## src/rtl/drum_mac_if.sv

```systemverilog
// Operand/result stream bundle for drum_mac_pipe: operand beat in, product or running sum out.
interface drum_mac_if #(
  parameter int unsigned A_W   = 8,
  parameter int unsigned B_W   = 8,
  parameter int unsigned ACC_W = A_W + B_W + 4
);
  logic             in_valid;
  logic             in_ready;
  logic [A_W-1:0]   in_a;
  logic [B_W-1:0]   in_b;
  logic             in_signed;
  logic             in_acc_en;
  logic             in_acc_clear;
  logic             out_valid;
  logic             out_ready;
  logic [ACC_W-1:0] out_data;
  logic             out_ovf;

  modport master (
    output in_valid, in_a, in_b, in_signed, in_acc_en, in_acc_clear, out_ready,
    input  in_ready, out_valid, out_data, out_ovf
  );

  modport slave (
    input  in_valid, in_a, in_b, in_signed, in_acc_en, in_acc_clear, out_ready,
    output in_ready, out_valid, out_data, out_ovf
  );
endinterface

```

## src/rtl/drum_mac_pipe.sv

```systemverilog
// Pipelined DRUM approximate multiplier with optional accumulate and sticky overflow.
// Registers: S1 (mantissas/shifts), S2 (product), S3 (signed result), output/accumulator.
module drum_mac_pipe #(
  parameter int unsigned A_W   = 8,
  parameter int unsigned B_W   = 8,
  parameter int unsigned K     = 3,
  parameter int unsigned ACC_W = A_W + B_W + 4
) (
  input logic       clk,
  input logic       rst_n,
  drum_mac_if.slave bus
);
  localparam int unsigned TA_W = $clog2(A_W);
  localparam int unsigned TB_W = $clog2(B_W);
  localparam int unsigned SH_W = $clog2(A_W + B_W + 1);
  localparam int unsigned P_W  = 2 * K;

  logic             adv;
  logic             neg_a, neg_b;
  logic [A_W-1:0]   mag_a;
  logic [B_W-1:0]   mag_b;
  logic [TA_W-1:0]  ta, sh_a;
  logic [TB_W-1:0]  tb, sh_b;
  logic [K-1:0]     m_a, m_b;

  logic             s1_valid, s1_neg, s1_en, s1_clr;
  logic [K-1:0]     s1_ma, s1_mb;
  logic [TA_W-1:0]  s1_sha;
  logic [TB_W-1:0]  s1_shb;

  logic             s2_valid, s2_neg, s2_en, s2_clr;
  logic [P_W-1:0]   s2_prod;
  logic [SH_W-1:0]  s2_sh;

  logic             s3_valid, s3_en, s3_clr;
  logic [ACC_W-1:0] s3_r;

  logic             res_valid, res_ovf;
  logic [ACC_W-1:0] res_data;
  logic [ACC_W-1:0] acc;
  logic             ovf;

  logic [ACC_W-1:0] shifted, sum;
  logic             add_ovf;

  assign adv           = !res_valid || bus.out_ready;
  assign bus.in_ready  = adv;
  assign bus.out_valid = res_valid;
  assign bus.out_data  = res_data;
  assign bus.out_ovf   = res_ovf;

  // One's-complement magnitude, leading-one position and K-bit DRUM mantissa per operand.
  always_comb begin
    neg_a = bus.in_signed & bus.in_a[A_W-1];
    neg_b = bus.in_signed & bus.in_b[B_W-1];
    mag_a = neg_a ? ~bus.in_a : bus.in_a;
    mag_b = neg_b ? ~bus.in_b : bus.in_b;
    ta = '0;
    tb = '0;
    for (int i = 0; i < A_W; i++) if (mag_a[i]) ta = TA_W'(i);
    for (int i = 0; i < B_W; i++) if (mag_b[i]) tb = TB_W'(i);
    if (ta <= TA_W'(K - 1)) begin
      m_a  = mag_a[K-1:0];
      sh_a = '0;
    end else begin
      m_a  = {mag_a[ta -: (K - 1)], 1'b1};
      sh_a = ta - TA_W'(K - 1);
    end
    if (tb <= TB_W'(K - 1)) begin
      m_b  = mag_b[K-1:0];
      sh_b = '0;
    end else begin
      m_b  = {mag_b[tb -: (K - 1)], 1'b1};
      sh_b = tb - TB_W'(K - 1);
    end
  end

  // Shift/sign for S3 and signed-overflow detection for the accumulate add.
  always_comb begin
    shifted = ACC_W'(s2_prod) << s2_sh;
    sum     = acc + s3_r;
    add_ovf = (acc[ACC_W-1] == s3_r[ACC_W-1]) && (sum[ACC_W-1] != acc[ACC_W-1]);
  end

  always_ff @(posedge clk) begin
    if (!rst_n) begin
      s1_valid  <= 1'b0;
      s2_valid  <= 1'b0;
      s3_valid  <= 1'b0;
      res_valid <= 1'b0;
      res_data  <= '0;
      res_ovf   <= 1'b0;
      acc       <= '0;
      ovf       <= 1'b0;
    end else if (adv) begin
      s1_valid <= bus.in_valid;
      s1_ma    <= m_a;
      s1_mb    <= m_b;
      s1_sha   <= sh_a;
      s1_shb   <= sh_b;
      s1_neg   <= neg_a ^ neg_b;
      s1_en    <= bus.in_acc_en;
      s1_clr   <= bus.in_acc_clear;

      s2_valid <= s1_valid;
      s2_prod  <= P_W'(s1_ma) * P_W'(s1_mb);
      s2_sh    <= SH_W'(s1_sha) + SH_W'(s1_shb);
      s2_neg   <= s1_neg;
      s2_en    <= s1_en;
      s2_clr   <= s1_clr;

      s3_valid <= s2_valid;
      s3_r     <= s2_neg ? ~shifted : shifted;
      s3_en    <= s2_en;
      s3_clr   <= s2_clr;

      // Accumulator state moves only when a real beat enters the output register.
      res_valid <= s3_valid;
      if (s3_valid) begin
        if (!s3_en) begin
          res_data <= s3_r;
          res_ovf  <= ovf;
        end else if (s3_clr) begin
          acc      <= s3_r;
          ovf      <= 1'b0;
          res_data <= s3_r;
          res_ovf  <= 1'b0;
        end else begin
          acc      <= sum;
          ovf      <= ovf | add_ovf;
          res_data <= sum;
          res_ovf  <= ovf | add_ovf;
        end
      end
    end
  end
endmodule
```

## src/flat_wrapper.sv

```systemverilog
// flat-port wrapper written by rule: the top's interface ports become plain ports
module drum_mac_pipe_flat 
#(
  parameter int unsigned A_W   = 8,
  parameter int unsigned B_W   = 8,
  parameter int unsigned K     = 3,
  parameter int unsigned ACC_W = A_W + B_W + 4
)
  (clk, rst_n, bus_in_valid, bus_in_a, bus_in_b, bus_in_signed, bus_in_acc_en, bus_in_acc_clear, bus_out_ready, bus_in_ready, bus_out_valid, bus_out_data, bus_out_ovf);
  drum_mac_if #(.A_W(A_W), .B_W(B_W), .ACC_W(ACC_W)) bus_i ();
  input logic clk;
  input logic rst_n;
  input wire logic [$bits(bus_i.in_valid)-1:0] bus_in_valid;
  input wire logic [$bits(bus_i.in_a)-1:0] bus_in_a;
  input wire logic [$bits(bus_i.in_b)-1:0] bus_in_b;
  input wire logic [$bits(bus_i.in_signed)-1:0] bus_in_signed;
  input wire logic [$bits(bus_i.in_acc_en)-1:0] bus_in_acc_en;
  input wire logic [$bits(bus_i.in_acc_clear)-1:0] bus_in_acc_clear;
  input wire logic [$bits(bus_i.out_ready)-1:0] bus_out_ready;
  output wire logic [$bits(bus_i.in_ready)-1:0] bus_in_ready;
  output wire logic [$bits(bus_i.out_valid)-1:0] bus_out_valid;
  output wire logic [$bits(bus_i.out_data)-1:0] bus_out_data;
  output wire logic [$bits(bus_i.out_ovf)-1:0] bus_out_ovf;
  assign bus_i.in_valid = bus_in_valid;
  assign bus_i.in_a = bus_in_a;
  assign bus_i.in_b = bus_in_b;
  assign bus_i.in_signed = bus_in_signed;
  assign bus_i.in_acc_en = bus_in_acc_en;
  assign bus_i.in_acc_clear = bus_in_acc_clear;
  assign bus_i.out_ready = bus_out_ready;
  assign bus_in_ready = bus_i.in_ready;
  assign bus_out_valid = bus_i.out_valid;
  assign bus_out_data = bus_i.out_data;
  assign bus_out_ovf = bus_i.out_ovf;
  drum_mac_pipe #(.A_W(A_W), .B_W(B_W), .K(K), .ACC_W(ACC_W)) u_core (.clk(clk), .rst_n(rst_n), .bus(bus_i));
endmodule
```

## config.mk

```make
export PLATFORM = sky130hd
export DESIGN_NAME = drum_mac_pipe_flat
export DESIGN_NICKNAME = d
export VERILOG_FILES = /design/src/rtl/drum_mac_if.sv /design/src/rtl/drum_mac_pipe.sv /design/src/flat_wrapper.sv
export SDC_FILE = /design/constraint.sdc
export NUM_CORES = 1
export LEC_CHECK = 0
export CAP_MARGIN = 20
export CORE_ASPECT_RATIO = 1.5
export CORE_UTILIZATION = 35
export CTS_CLUSTER_SIZE = 10
export DETAILED_ROUTE_END_ITERATION = 10
export HOLD_SLACK_MARGIN = 0.05
export SETUP_SLACK_MARGIN = 0.3
export SYNTH_ARGS = -nofsm -noshare
export SYNTH_HDL_FRONTEND = slang
export SYNTH_SLANG_ARGS = --single-unit
```

## constraint.sdc

```tcl
create_clock -name clk -period 6.22 [get_ports clk]
set_input_delay 1.244 -clock clk [delete_from_list [all_inputs] [get_ports clk]]
set_output_delay 1.244 -clock clk [all_outputs]
set_load 0.05 [all_outputs]
```

==> flow_metrics.env, run 1 <==
export IMPL_outcome="finished, final reports clean"
export IMPL_setup_worst_path_class="in -> out"
export IMPL_yosysTopAreaCell="edfxtp_1"
export IMPL_ctsHoldBuffers=0
export IMPL_hold_path_class="reg -> reg"
export IMPL_routed_wl_mm=15.0
export IMPL_antenna_found_initial=0
export IMPL_initial_core_util_pct=36.0
export IMPL_htreeDepth=3
export IMPL_avgSynthCellArea_um2=8.83
export IMPL_rows=58
export IMPL_switchingPower_uw=532
export IMPL_grt_pass1_wl_mm=24.1
export IMPL_path_cells="clkdlybuf4s50_1 > nand2b_1 > clkdlybuf4s50_1"
export IMPL_period_minus_slack_ns=4.09
export IMPL_drc=0
export IMPL_pwr_share_comb_pct=22.0
export IMPL_viasPerCell=5.59
export IMPL_leakage_uw=0.00272
export IMPL_grt_ovfl_total=0
export IMPL_ys_async_sr_fraction_pct=0
export IMPL_vias=5223
export IMPL_worst_pin_slew_ns=0.967
export IMPL_cts_buffers=9
export IMPL_dr_pass1_iters=5
export IMPL_place_congestion=0.907
export IMPL_wl_met3_um=564
export IMPL_synth_commonest_cells="70 x nor2_1, 68 x nand2_1, 53 x a21oi_1, 50 x edfxtp_1, 45 x dfxtp_1"
export IMPL_netlist_area_um2=6090
export IMPL_clock_power_share_pct=33.2
export IMPL_grt_max_degree=51
export IMPL_clockRootBuffer="clkbuf_16"
export IMPL_ys_seq_elements=95
export IMPL_postSynthCellCount=690
export IMPL_drt_iter0_markers=286
export IMPL_cp_required_ns=4.98
export IMPL_drv_cap=0
export IMPL_cts_tree="built"
export IMPL_fillCellCount=1645
export IMPL_synth_most_common_cell="nor2_1"
export IMPL_fin_ws_ns=2.13
export IMPL_yosysUniqueCellTypes=67
export IMPL_seq_power_share_pct=44.8
export IMPL_grt_setup_unrepaired="no"
export IMPL_p_per_area_nw_per_um2=247
export IMPL_synth_top_cells_by_area="edfxtp_1 25%, dfxtp_1 15%, ha_1 6.0%"
export IMPL_hold_viol=0
export IMPL_die_w_um=110
export IMPL_cpPeakStageDelay_ns=0.87
export IMPL_design_die_area_um2=17900
export IMPL_drive_above_1_share_pct=4.97
export IMPL_finalSetupViolCount=0
export IMPL_critPathArrivalTime_ns=2.85
export IMPL_wl_met1_mm=5.55
export IMPL_grtUsageTotal_pct=17.4
export IMPL_core_area_um2=16900
export IMPL_layout_area_seq_um2=2400
export IMPL_area_growth_pct=15.2
export IMPL_cts_sinks=95
export IMPL_startpoint_type="input port"
export IMPL_skew_ns=0.0104
export IMPL_dr_wl_met2_mm=8.25
export IMPL_routedWlPerCell_um=16.0
export IMPL_cts_buffer_depth=2
export IMPL_die_h_um=164
export IMPL_synth_edf_count=50
export IMPL_ys_warnings_count=0
export IMPL_p_sw_share_pct=30.7
export IMPL_crit_path_end_kind="output pin"
export IMPL_grt_pass1_vias=5110
export IMPL_postCtsSetupBuffers=0
export IMPL_pre_cts_ws_ns=2.11
export IMPL_yosysSeqAreaShare_pct=39.4
export IMPL_dp_hpwl_mm=11.3
export IMPL_fmax_mhz=244
export IMPL_p_int_uw=1200
export IMPL_cts_resized=0
export IMPL_synth_nets=746
export IMPL_synth_ff_type="edfxtp_1"
export IMPL_cpMostUsedCell="clkdlybuf4s50_1"
export IMPL_critPathSlowestCell="clkdlybuf4s50_1"
export IMPL_drtAntennaViolNets=0
export IMPL_port_buffers=45
export IMPL_crit_fanout=9
export IMPL_slew_headroom_pct=35.5
export IMPL_ioPinCount=46
export IMPL_timing_final_crit_share_pct=65.8
export IMPL_path_clk_slew_ns=0.07
export IMPL_synth_top_cell_area_share_pct=24.7
export IMPL_finalSetupTns_ns=0
export IMPL_irDropWorstVdd_mv=0.151
export IMPL_fin_nets=776
export IMPL_clkLatencyLatePin_ns=0.35
export IMPL_antenna_cells=0
export IMPL_slew_violations=0
export IMPL_multi_input_area_um2=3430
export IMPL_routed_top_layer="met4"
area by class of cell:
cell class | count | area share (%)
timing repair buffer | 52 | 7.17
sequential | 95 | 34.2
inverter | 30 | 1.60
tap | 210 | 3.74
clock buffer | 9 | 3.21
clock inverter | 7 | 1.11
multi-input combinational | 532 | 48.9
worst max-delay path, delay by kind of cell:
| family | cells | cell delay, ns |
|---|---|---|
| buffers and inverters | 2 | 1.32 |
| AND/OR/NAND/NOR | 1 | 0.29 |
flip-flops by register name, summed over array words and instances (netlist names), 3 cells and up:
name and flops:
u_core.bus.out_data 20, u_core.s1_shb 3, u_core.s1_sha 3, u_core.s1_mb 3, u_core.s1_ma 3, u_core.s3_r 20
u_core.acc 20, u_core.s2_prod 6, u_core.s2_sh 4
through the flow:
stage | cells | power (uW) | utilization [%] | area [um^2] | hold slack [ns]
after floorplan | 690 | 1060 | - | 6090 | 0.400
after global placement | 919 | 1150 | 39.7 | 6720 | 0.401
after detailed placement | 919 | 1170 | 39.7 | 6720 | 0.412
after CTS | 935 | 1740 | 41.5 | 7020 | 0.429
after global routing | 935 | 1810 | 41.5 | 7020 | 0.438
final | 935 | 1730 | 41.5 | 7020 | 0.425
cells in the final DEF (no fill, tap or decap), types with 14 or more instances in the layout:
cell / netlist / layout
and2_1: 15 / 14
nand3_1: 23 / 23
ha_1: 29 / 29
xnor2_1: 33 / 33
mux2i_1: 16 / 16
dfxtp_1: 45 / 45
o21ai_0: 33 / 33
edfxtp_1: 50 / 50
inv_1: 29 / 29
nand2_1: 68 / 68
clkdlybuf4s50_1: 0 / 45
nor2_1: 70 / 70
nor3_1: 24 / 24
a21oi_1: 53 / 53
power groups by stage:
stage / clock network (uW) / logic (uW) / registers (uW)
after floorplan: 0 / 282 / 778
after global placement: 0 / 368 / 787
after detailed placement: 0 / 378 / 790
after CTS: 588 / 380 / 776
after global routing: 610 / 421 / 783
final: 575 / 380 / 776
worst paths after layout:
kind                  start                 endpoint  slack (ns)  cells after the start
max           bus_out_ready             bus_in_ready        2.13                      3
min           u_core.s1_clr            u_core.s2_clr        0.43                      0
max reg2reg  u_core.s3_r[0]  u_core.bus.out_data[12]        3.45                      9
min reg2reg   u_core.s1_clr            u_core.s2_clr        0.43                      0
routing by layer:
layer | track usage [%] | vias to the layer above
li1 | - | 2573
met1 | 16.6 | 2454
met2 | 34.4 | 159
met3 | 2.55 | 37
met4 | 9.52 | 0
met5 | 0 | -
cell families (layout without fill, tap and decap cells):
logic type | count (synthesis) | in the layout | synth area share [%]
buffers and inverters | 63 | 98 | 4.17
multiplexers | 20 | 20 | 3.37
XOR/XNOR | 40 | 40 | 5.75
adder cells (fa/ha/maj) | 33 | 33 | 7.27
AO/OA/AOI/OAI | 188 | 188 | 20.6
AND/OR/NAND/NOR | 251 | 251 | 19.4
flip-flops | 95 | 95 | 39.4
Power figures use the tool's default switching activity.
==> inputs of run 2 (changes only) <==
==> constraint.sdc (replaced) <==
create_clock -name clk -period 3.3 [get_ports clk]
set_input_delay 0.66 -clock clk [delete_from_list [all_inputs] [get_ports clk]]
set_output_delay 0.66 -clock clk [all_outputs]
set_load 0.05 [all_outputs]
==> run 2 against run 1 <==
Count of clock-buffer cells in the layout is 1 higher. Critical path depth is 5 higher. Sequential share of layout area is 0.48 points lower. Largest cell class unchanged. Critical path type is now in -> reg. Combinational power is 93% higher. First-iteration DRC count is 6.6% higher. Highest routed layer unchanged.
==> flow_metrics.env, run 2 (synthesized netlist as in run 1, its figures left out) <==
export IMPL_outcome="finished, final reports clean"
export IMPL_cts_buffer_depth=2
export IMPL_period_minus_slack_ns=2.86
export IMPL_pre_cts_ws_ns=0.0818
export IMPL_hold_path_class="reg -> reg"
export IMPL_finalSetupViolCount=0
export IMPL_finalSetupTns_ns=0
export IMPL_die_w_um=110
export IMPL_cts_sinks=95
export IMPL_hold_depth=0
export IMPL_hold_path_startpoint="u_core.s2_clr"
export IMPL_die_h_um=164
export IMPL_htreeDepth=3
export IMPL_timing_hold_ws_ns=0.422
export IMPL_design_die_area_um2=17900
export IMPL_antenna_found_initial=0
export IMPL_routed_wl_mm=15.5
export IMPL_final_cell_mix="70 x nor2_1, 68 x nand2_1, 53 x a21oi_1"
export IMPL_crit_path_end_kind="register"
export IMPL_rr_startpoint="u_core.s3_r[0]"
export IMPL_initial_core_util_pct=36.0
export IMPL_dpl_cell_count=933
export IMPL_cts_buffers=9
export IMPL_grt_max_degree=51
export IMPL_drt_iter0_markers=305
export IMPL_core_area_um2=16900
export IMPL_rows=58
export IMPL_r2r_end="u_core.bus.out_data[12]"
export IMPL_path_clk_slew_ns=0.07
export IMPL_grt_pass1_vias=5290
export IMPL_dp_hpwl_mm=12.0
export IMPL_r2r_slack_ns=0.50
export IMPL_slew_violations=0
export IMPL_drive_above_1_share_pct=6.77
export IMPL_skew_ns=0.00943
export IMPL_fin_nets=790
export IMPL_final_common_cell="nor2_1"
export IMPL_post_route_util_pct=42.1
export IMPL_hold_viol=0
export IMPL_ioPinCount=46
export IMPL_reg2regPathDepth=9
export IMPL_fmax_mhz=350
export IMPL_grtUsageTotal_pct=17.8
export IMPL_routedWlPerCell_um=16.3
export IMPL_cp_required_ns=3.39
export IMPL_critPathArrivalTime_ns=2.95
export IMPL_leakage_uw=0.00279
export IMPL_drv_cap=0
export IMPL_startpoint="bus_in_signed"
export IMPL_crit_fanout=7
export IMPL_clkLatencyLatePin_ns=0.35
export IMPL_drc=0
export IMPL_ctsHoldBuffers=0
export IMPL_timing_final_crit_share_pct=86.6
export IMPL_p_per_area_nw_per_um2=450
export IMPL_grt_ovfl_total=0
export IMPL_dr_pass1_iters=5
export IMPL_irDropWorstVdd_mv=0.272
export IMPL_slew_headroom_pct=35.7
export IMPL_startpoint_type="input port"
export IMPL_drtAntennaViolNets=0
export IMPL_whs_endpoint="u_core.s3_clr"
export IMPL_place_congestion=0.922
export IMPL_cts_tree="built"
export IMPL_grt_setup_unrepaired="no"
export IMPL_fin_ws_ns=0.443
export IMPL_clockRootBuffer="clkbuf_16"
export IMPL_antenna_cells=0
export IMPL_vias=5384
export IMPL_final_cell_count_no_fill=949
export IMPL_area_growth_pct=16.9
export IMPL_setup_worst_path_class="in -> reg"
export IMPL_grt_pass1_wl_mm=24.7
export IMPL_viasPerCell=5.67
export IMPL_worst_pin_slew_ns=0.965
export IMPL_port_buffers=45
run 2: area by class of cell:
type	instances	area, um^2
clock buffer	10	229
clock inverter	6	46.3
fill	1685	9790
inverter	30	113
multi-input combinational	532	3440
sequential	95	2400
tap	210	263
timing repair buffer	66	623
run 2: what timing repair did:
item / in CTS / in global routing
gates resized for setup: 0 / 3
endpoints found under the setup margin: 0 / 2
buffers inserted: 0 / 0
run 2: power breakdown:
part	switching (uW)	total [uW]	internal, uW
Combinational	429	735	306
Sequential	97.6	1460	1370
Clock	484	1000	517
Total	1010	3200	2190
run 2: metrics by stage:
step	total power, uW	area (um^2)
floorplan	2000	6090
global placement	2190	6830
detailed placement	2220	6830
CTS	3210	7110
global route	3350	7120
finish	3200	7120
run 2: worst max path at each step:
stage / cells past startpoint / end / slack (ns)
3_3_place_gp: 8 / u_core.s1_ma[2] / 0.15
2_1_floorplan: 3 / u_core.s1_clr / 0.54
5_1_grt: 8 / u_core.s1_ma[2] / 0.32
3_5_place_dp: 8 / u_core.s1_ma[2] / 0.08
6_report: 8 / u_core.s1_ma[2] / 0.44
4_1_cts: 8 / u_core.s1_ma[2] / 0.46
run 2: worst max-delay path, cell delays in order:
cell and delay (ns):
clkdlybuf4s50_1 0.63, nand2_2 0.16, o32ai_4 0.38, nor2_2 0.12, ha_1 0.25, a41o_1 0.29
a221oi_1 0.33, o22ai_1 0.13
run 2: routing by layer:
layer,routed length [um],vias up,GRT usage (%)
li1,-,2597,-
met1,5690,2562,16.4
met2,8400,166,35.1
met3,558,59,2.95
met4,854,0,11.1
met5,0,-,0
